[src/rtl/npu_out_drain.sv]
// Drains programmed byte count from the NPU output FIFO and packs bytes little-endian into words.
// Optional stall watchdog: define NPU_DRAIN_TIMEOUT_EN to add the TIMEOUT port and stall counter.
module npu_out_drain #(
    parameter int unsigned BYTES_PER_WORD = 4,
    parameter int unsigned CNT_W          = 8,
    parameter int unsigned TIMEOUT_CYC    = 1024
) (
    input  logic                        CLKEXT,
    input  logic                        RST_GLO,
    input  logic                        START,
    input  logic [CNT_W-1:0]            BYTE_COUNT,
    input  logic                        EMPTY,
    input  logic [7:0]                  FIFO_DATA,
    output logic                        RD_EN,
    output logic [8*BYTES_PER_WORD-1:0] WORD_OUT,
    output logic                        WORD_VALID,
    input  logic                        WORD_READY,
    output logic                        BUSY,
    output logic                        DONE,
    output logic [CNT_W-1:0]            BYTES_LEFT
`ifdef NPU_DRAIN_TIMEOUT_EN
    ,
    output logic                        TIMEOUT
`endif
);

    localparam int unsigned IDX_W = $clog2(BYTES_PER_WORD + 1);

    typedef enum logic [2:0] {IDLE, READ, CAPT, PRESENT, FIN} state_t;

    state_t                        state, state_nx;
    logic [CNT_W-1:0]              bytes_left;
    logic [IDX_W-1:0]              idx;
    logic [8*BYTES_PER_WORD-1:0]   word_q;
    logic                          stall_hit;

`ifdef NPU_DRAIN_TIMEOUT_EN
    localparam int unsigned ST_W = $clog2(TIMEOUT_CYC + 1);

    logic [ST_W-1:0] stall_cnt;
    logic            timeout_q;

    // Fires on the cycle the stall count would reach TIMEOUT_CYC.
    assign stall_hit = (state == READ) && EMPTY && (stall_cnt == ST_W'(TIMEOUT_CYC - 1));

    always_ff @(posedge CLKEXT) begin
        if (RST_GLO) begin
            stall_cnt <= '0;
            timeout_q <= 1'b0;
        end else if (state == IDLE && START) begin
            stall_cnt <= '0;
            timeout_q <= 1'b0;
        end else if (RD_EN || stall_hit) begin
            stall_cnt <= '0;
            timeout_q <= timeout_q | stall_hit;
        end else if (state == READ && EMPTY) begin
            stall_cnt <= stall_cnt + ST_W'(1);
        end
    end

    assign TIMEOUT = timeout_q;
`else
    assign stall_hit = 1'b0;
`endif

    always_ff @(posedge CLKEXT) begin
        if (RST_GLO) state <= IDLE;
        else         state <= state_nx;
    end

    always_comb begin
        state_nx = state;
        case (state)
            IDLE:    if (START) state_nx = (BYTE_COUNT != '0) ? READ : FIN;
            READ: begin
                if (!EMPTY)         state_nx = CAPT;
                else if (stall_hit) state_nx = (idx != '0) ? PRESENT : FIN;
            end
            CAPT: begin
                if (idx == IDX_W'(BYTES_PER_WORD - 1) || bytes_left == '0) state_nx = PRESENT;
                else                                                       state_nx = READ;
            end
            PRESENT: if (WORD_READY) state_nx = (bytes_left == '0) ? FIN : READ;
            FIN:     state_nx = IDLE;
            default: state_nx = IDLE;
        endcase
    end

    always_ff @(posedge CLKEXT) begin
        if (RST_GLO) begin
            bytes_left <= '0;
            idx        <= '0;
            word_q     <= '0;
        end else begin
            case (state)
                IDLE: begin
                    if (START && BYTE_COUNT != '0) begin
                        bytes_left <= BYTE_COUNT;
                        idx        <= '0;
                        word_q     <= '0;
                    end
                end
                READ: begin
                    if (!EMPTY)         bytes_left <= bytes_left - CNT_W'(1);
                    else if (stall_hit) bytes_left <= '0;
                end
                CAPT: begin
                    for (int unsigned i = 0; i < BYTES_PER_WORD; i++) begin
                        if (idx == i[IDX_W-1:0]) word_q[i*8 +: 8] <= FIFO_DATA;
                    end
                    idx <= idx + IDX_W'(1);
                end
                PRESENT: begin
                    if (WORD_READY) begin
                        word_q <= '0;
                        idx    <= '0;
                    end
                end
                default: ;
            endcase
        end
    end

    assign RD_EN      = (state == READ) && !EMPTY;
    assign WORD_VALID = (state == PRESENT);
    assign WORD_OUT   = word_q;
    assign BUSY       = (state != IDLE);
    assign DONE       = (state == FIN);
    assign BYTES_LEFT = bytes_left;

endmodule

[config.mk]
export PLATFORM = sky130hd
export DESIGN_NAME = npu_out_drain
export DESIGN_NICKNAME = d
export VERILOG_FILES = /design/src/rtl/npu_out_drain.sv
export SDC_FILE = /design/constraint.sdc
export NUM_CORES = 1
export LEC_CHECK = 0
export ABC_AREA = 1
export BUFFER_PORTS_ARGS = -buffer_cell sky130_fd_sc_hd__clkbuf_2
export CORE_ASPECT_RATIO = 1.1
export CORE_UTILIZATION = 55
export DETAILED_ROUTE_END_ITERATION = 6
export HOLD_SLACK_MARGIN = 0.05
export PLACE_DENSITY = 0.83
export RECOVER_POWER = 25
export SLEW_MARGIN = 20
export SYNTH_ARGS = -nofsm -noshare
export SYNTH_HDL_FRONTEND = slang
export SYNTH_SLANG_ARGS = --single-unit
[constraint.sdc]
create_clock -name CLKEXT -period 2.7 [get_ports CLKEXT]
set_input_delay 0.27 -clock CLKEXT [delete_from_list [all_inputs] [get_ports CLKEXT]]
set_output_delay 0.27 -clock CLKEXT [all_outputs]
set_load 0.005 [all_outputs]
# [After elaboration in Yosys (flattened, before gate mapping)]
# Cells that the tools add are included.
[classes] n_reduce_logical=18 n_eq_ne=15 muxes=20 addsub=2
[op_table] operator="32-bit case mux with 3 select lines" n=1
[op_table] operator="32-bit 2-to-1 mux" n=2
[op_table] operator="8-bit 2-to-1 mux" n=6
[op_table] operator="3-bit 2-to-1 mux" n=7
[op_table] operator="8-bit case mux with 2 select lines" n=1
[op_table] operator="4-bit AND reduction" n=4
[op_table] operator="2-bit inequality test (second input constant)" n=7
[op_table] operator="3-bit by 2-bit == test with 1-bit output (second input constant)" n=4
[op_table] operator="3-bit case mux with 4 select lines" n=1
[op_table] operator="3-bit case mux with 3 select lines" n=1
[op_table] operator="3-bit AND reduction" n=3
[op_table] operator="8-bit logical NOT" n=1
[op_table] operator="8-bit nonzero test" n=1
[op_table] operator="8-bit by 1-bit subtractor with 8-bit output (second input constant)" n=1
[op_table] operator="3-bit by 1-bit == test with 1-bit output (second input constant)" n=2
[op_table] operator="3-bit logical NOT" n=2
[op_table] operator="3-bit nonzero test" n=2
[op_table] operator="3-bit by 1-bit adder with 3-bit output (second input constant)" n=1
[op_table] operator="3-bit == test (second input constant)" n=1
[op_table] operator="1-bit logical AND" n=2
[op_table] operator="2-bit 2-to-1 mux" n=1
[op_table] operator="2-bit by 1-bit inequality test with 1-bit output (second input constant)" n=1
[op_table] operator="2-bit nonzero test" n=1
[op_table] operator="1-bit logical NOT" n=1
[op_table] operator="1-bit logical OR" n=1
[word_totals] elab_cells=62 output_inout_bits=44 register_bits=46

# [Logic depth before layout (Yosys ltp)]
[logic_depth] ltp_word=4 mapped_depth=10 ltp_nobuf=10

# [Worst setup path before layout]
# Ideal clock, no wire load.
[synth_path] path_kind="flip-flop to flip-flop" startpoint="register state[0]" endpoint="register word_q[22], in the netlist WORD_OUT[22]" path_slack_ps=1373 synth_period_minus_slack_ps=1327 setup_ps=113 stages_incl_launch_ff=10 required_ps=2587 t_arrival_ps=1215 path_cell_list="dfxtp_1 nor2_4 nand3_2 nand2_1 clkinv_2 nand3_4 buf_6 nand2_1 nand2_1 nor2_1"
[synth_between] elab_chain_cells=3
[synth_lines] element="start, declared" line="31" text="state_t state, state_nx;"
[synth_lines] element="start signal, assigned" line="68" text="else state <= state_nx;"
[synth_lines] element="3-bit by 2-bit == test with 1-bit output / 3-bit logical NOT (equally long branches)" line="95" text="case (state)"
[synth_lines] element="2-bit inequality test (no line) (tied with other cells)"
[synth_lines] element="4-bit AND reduction (no line)"
[synth_lines] element="end signal, assigned" line="93" text="word_q <= '0;"
[synth_lines] element="end signal, assigned" line="100" text="word_q <= '0;"
[synth_lines] element="end signal, assigned by index" line="109" text="if (idx == i[IDX_W-1:0]) word_q[i*8 +: 8] <= FIFO_DATA;"
[synth_lines] element="end, declared" line="34" text="logic [8*BYTES_PER_WORD-1:0] word_q;"
# Several ways; a longest one is shown, not always the timed one.
# A chain may end at the register's enable or synchronous reset.

# [Final worst setup path]
[layout_path] startpoint="register state[1]" endpoint="output port RD_EN"
[layout_between] elab_chain_cells=2
[layout_lines] element="3-bit by 1-bit == test with 1-bit output" line="124" text="assign RD_EN = (state == READ) && !EMPTY;"
[layout_lines] element="1-bit logical AND" line="124"
[layout_lines] element="end, declared" line="14" text="output logic RD_EN,"
# No other way between the ends.

==> impl_results.html <==
<table>
<tr><th>Metric</th><th>Value</th></tr>
<tr><th colspan="2">Route</th></tr>
<tr><td>Final WL</td><td>5.633 mm</td></tr>
<tr><td>WL met2</td><td>2.749 mm</td></tr>
<tr><td>Met3 wire length</td><td>334 um</td></tr>
<tr><td>Final antenna-violating net count</td><td>0</td></tr>
<tr><td>Via count</td><td>2,546</td></tr>
<tr><td>DR DRC count</td><td>0</td></tr>
<tr><td>Average vias per placed instance</td><td>4.925</td></tr>
<tr><td>Detailed-routing wirelength on met1</td><td>2.435 mm</td></tr>
<tr><td>Pre-Repair DR Iteration Count</td><td>4</td></tr>
<tr><td>Post-detailed-route wirelength per cell</td><td>10.90 um</td></tr>
<tr><td>Top layer reached by signal wires</td><td>met4</td></tr>
<tr><td>DRC violation total after the first TritonRoute iteration</td><td>180</td></tr>
<tr><th colspan="2">Global route</th></tr>
<tr><td>Global-route wire length before repair</td><td>9.597 mm</td></tr>
<tr><td>Remaining global-route overflow</td><td>0</td></tr>
<tr><td>Pin count of the biggest net entering global routing</td><td>34</td></tr>
<tr><td>Total Routing Usage GR</td><td>25.99%</td></tr>
<tr><td>Number of antenna violations at the first check in global routing</td><td>0</td></tr>
<tr><td>Number of global-route vias before repair</td><td>2,184</td></tr>
<tr><th colspan="2">Power and ir drop</th></tr>
<tr><td>Cell area power density</td><td>866.5 mW/mm^2</td></tr>
<tr><td>Leak Pwr</td><td>1.597 nW</td></tr>
<tr><td>Worst-case vdd ir drop</td><td>0.4226 mV</td></tr>
<tr><th colspan="2">Critical path</th></tr>
<tr><td>FF-to-FF path depth</td><td>7</td></tr>
<tr><td>Register-to-register setup slack</td><td>1.04 ns</td></tr>
<tr><td>Worst EP required</td><td>2.43 ns</td></tr>
<tr><td>Worst flop-to-flop path startpoint</td><td>state[1]</td></tr>
<tr><td>Type of the setup path with the least slack</td><td>reg2out</td></tr>
<tr><td>Critical Path Fanout Max</td><td>11</td></tr>
<tr><td>Data arrival time of the critical path</td><td>1.45 ns</td></tr>
<tr><td>Nature of the critical path startpoint</td><td>register</td></tr>
<tr><td>Worst R2R End</td><td>BYTES_LEFT[3]</td></tr>
<tr><td>Crit end category</td><td>output port</td></tr>
<tr><th colspan="2">Yosys</th></tr>
<tr><td>Avg Inst Size Synth</td><td>6.231 sq um</td></tr>
<tr><td>Top cells by area in the synthesized netlist</td><td>dfxtp_1 37%, nand2_1 19%, nor2_1 15%</td></tr>
<tr><td>Synthesized net count</td><td>427</td></tr>
<tr><td>Post-synthesis instance area</td><td>0.002492 sq mm</td></tr>
<tr><td>Share of flip-flops with an asynchronous set or reset after synthesis</td><td>0%</td></tr>
<tr><td>Most used standard cell by instance count after synthesis</td><td>nand2_1</td></tr>
<tr><td>Yosys top cell area share</td><td>36.95%</td></tr>
<tr><td>Post-synthesis cell type with the largest combined area</td><td>dfxtp_1</td></tr>
<tr><td>Prevailing post-synth register cell</td><td>dfxtp_1</td></tr>
<tr><td>Count of flip-flops with a built-in enable after synthesis</td><td>0</td></tr>
<tr><td>Synth Register Bits</td><td>46</td></tr>
<tr><td>Cell types with the highest counts after synthesis</td><td>127 x nand2_1, 101 x nor2_1, 62 x inv_1</td></tr>
<tr><td>Synth warnings</td><td>0</td></tr>
<tr><td>Number of distinct library cells after synthesis</td><td>24</td></tr>
<tr><td>Number of cells produced by synthesis</td><td>400</td></tr>
<tr><td>Register area share after synthesis</td><td>36.95%</td></tr>
<tr><th colspan="2">Timing</th></tr>
<tr><td>Setup repair after global routing missed its margin</td><td>false</td></tr>
<tr><td>Total negative slack</td><td>0 ns</td></tr>
<tr><td>Post-layout min period</td><td>1.721 ns</td></tr>
<tr><td>Endpoints failing setup</td><td>0</td></tr>
<tr><td>Final critical-path setup slack</td><td>0.9785 ns</td></tr>
<tr><td>Count of final hold-check violations</td><td>0</td></tr>
<tr><td>Worst setup skew after layout</td><td>0.003972 ns</td></tr>
<tr><td>Relative max-transition margin</td><td>64.26%</td></tr>
<tr><td>Number of max-slew violations in the final report</td><td>0</td></tr>
<tr><td>Highest clock frequency the design can meet</td><td>0.5809 GHz</td></tr>
<tr><td>Period utilization</td><td>63.76%</td></tr>
<tr><td>Actual slew at the worst max-slew pin</td><td>0.5342 ns</td></tr>
<tr><th colspan="2">Clocking</th></tr>
<tr><td>TritonCTS Buffers</td><td>5</td></tr>
<tr><td>Clock buffer depth</td><td>2</td></tr>
<tr><td>CTS root buf</td><td>clkbuf_8</td></tr>
<tr><td>Clock network latency to the later pin of the worst-skew pair</td><td>0.31 ns</td></tr>
<tr><td>Setup repair bufs after CTS</td><td>0</td></tr>
<tr><td>Htree depth</td><td>2</td></tr>
<tr><td>Clock-pin slew on the worst setup and hold paths</td><td>0.09 ns</td></tr>
<tr><td>Clock net sink count</td><td>46</td></tr>
<tr><td>CTS resizes</td><td>0</td></tr>
<tr><td>Hold_buf cts</td><td>0</td></tr>
<tr><td>TritonCTS clock tree</td><td>built</td></tr>
<tr><th colspan="2">Hold path</th></tr>
<tr><td>End point of the most critical hold path</td><td>state[1]</td></tr>
<tr><td>Hold Path Stages</td><td>4</td></tr>
<tr><td>Min-delay worst type</td><td>in2reg</td></tr>
<tr><td>Start point of the worst min-delay path</td><td>WORD_READY</td></tr>
<tr><th colspan="2">Floorplan</th></tr>
<tr><td>Floorplan die width</td><td>66.19 um</td></tr>
<tr><td>Die Y</td><td>72.60 um</td></tr>
<tr><td>Initial Util</td><td>57.74%</td></tr>
<tr><td>Std-Cell Core Area</td><td>0.004317 sq mm</td></tr>
<tr><td>Row cnt</td><td>25</td></tr>
<tr><td>IO Pins</td><td>65</td></tr>
<tr><td>Total die area</td><td>0.004805 sq mm</td></tr>
<tr><th colspan="2">Place</th></tr>
<tr><td>Pre-CTS setup slack</td><td>1.109 ns</td></tr>
<tr><td>Port Buffers</td><td>64</td></tr>
<tr><td>Total half-perimeter wirelength after legalization and detailed placement</td><td>4.072 mm</td></tr>
<tr><td>Placer's final routability congestion estimate</td><td>0.9234</td></tr>
<tr><th colspan="2">Cells and area</th></tr>
<tr><td>Area growth syn-to-layout</td><td>15.86%</td></tr>
<tr><td>Final nets</td><td>489</td></tr>
<tr><td>Ant. Diodes</td><td>0</td></tr>
<tr><td>Final-layout fill cell count</td><td>430</td></tr>
<tr><td>Proportion of layout cells with a drive suffix above 1</td><td>17.06%</td></tr>
<tr><th colspan="2">Flow run</th></tr>
<tr><td>Max-capacitance violation count</td><td>0</td></tr>
<tr><th colspan="2">Run status</th></tr>
<tr><td>Result of the run</td><td>complete, no violations</td></tr>
</table>
-- worst max-delay path: stages, from the launching register on --
cell and delay, ns:
dfxtp_1 0.38, nor2_1 0.23, nand2_1 0.26, nor2_1 0.15
clkbuf_2 0.13
-- worst max path at each step --
| stage | slack, ns | cells after the start | end | start |
|---|---|---|---|---|
| after floorplan | 1.37 | 9 | WORD_OUT[22] | state[0] |
| after global placement | 1.16 | 8 | BYTES_LEFT[5] | state[1] |
| after detailed placement | 1.11 | 8 | BYTES_LEFT[5] | state[1] |
| after CTS | 0.98 | 4 | RD_EN | state[1] |
| after global routing | 0.80 | 8 | BYTES_LEFT[5] | state[1] |
| final | 0.98 | 4 | RD_EN | state[1] |
-- cells by family (layout without fill, tap and decap cells) --
kind of cell | Yosys count | in the layout | synth area share [%]
AND/OR/NAND/NOR | 251 | 251 | 42.52
buffers and inverters | 76 | 139 | 13.25
flip-flops | 46 | 46 | 36.95
AO/OA/AOI/OAI | 21 | 21 | 4.267
adder cells (fa/ha/maj) | 6 | 6 | 3.012
-- cell type report --
| cell class | instances | area (sq um) | area share [%] |
|---|---|---|---|
| Inverter | 66 | 249.0 | 8.622 |
| Sequential cell | 46 | 920.9 | 31.89 |
| Multi-Input combinational cell | 278 | 1241 | 42.98 |
| Clock buffer | 5 | 68.82 | 2.383 |
| Clock inverter | 3 | 21.27 | 0.7366 |
| Tap cell | 54 | 67.56 | 2.340 |
| Timing Repair Buffer | 65 | 319.1 | 11.05 |
-- report_power, final --
| part | switching, mW | leakage (nW) | internal [mW] |
|---|---|---|---|
| sequential | 0.121 | 0.379 | 0.851 |
| combinational | 0.698 | 1.17 | 0.395 |
| clock | 0.255 | 0.0441 | 0.182 |
| total | 1.07 | 1.60 | 1.43 |
-- registers in the layout (all words and copies together) (netlist names) --
name        count
state           3
idx             3
WORD_OUT       32
BYTES_LEFT      8
-- per-stage QoR --
stage               area (sq um)  hold WS [ns]  power [mW]  util (%)  instances
finish                      2888        0.2910       2.502     66.90        517
global route                2888        0.3102       2.742     66.90        517
CTS                         2897        0.2849       2.519     67.10        517
detailed placement          2806        0.4764       2.072     65.01        509
global placement            2806        0.4535       2.037     65.01        509
floorplan                   2492        0.4401       1.785         -        400
-- metal layers --
layer | global-route usage (%) | vias up
met2 | 42.97 | 81
met1 | 32.75 | 1148
met5 | 0 | -
li1 | - | 1305
met4 | 11.82 | 0
met3 | 4.688 | 12
-- cell usage in the layout, fill, tap and decap left out --
cell	netlist	final
nand2_1	127	127
nor2_1	101	101
inv_1	62	62
clkbuf_2	0	57
dfxtp_1	46	46
nand3_1	11	11
o21ai_0	11	11
a21oi_1	9	9
ha_1	6	6
nand3_4	5	5
clkbuf_8	0	5
clkbuf_1	1	5
nor2_4	2	2
inv_2	2	2
clkinv_2	1	2
buf_1	0	2
nand2_4	1	1
nor3_1	1	1
nand3_2	1	1
or2_2	1	1
clkinv_1	1	1
a31oi_1	1	1
nand4_1	1	1
clkinv_4	0	1
clkinvlp_4	0	1
buf_4	1	1
Power figures use the tool's default switching activity.
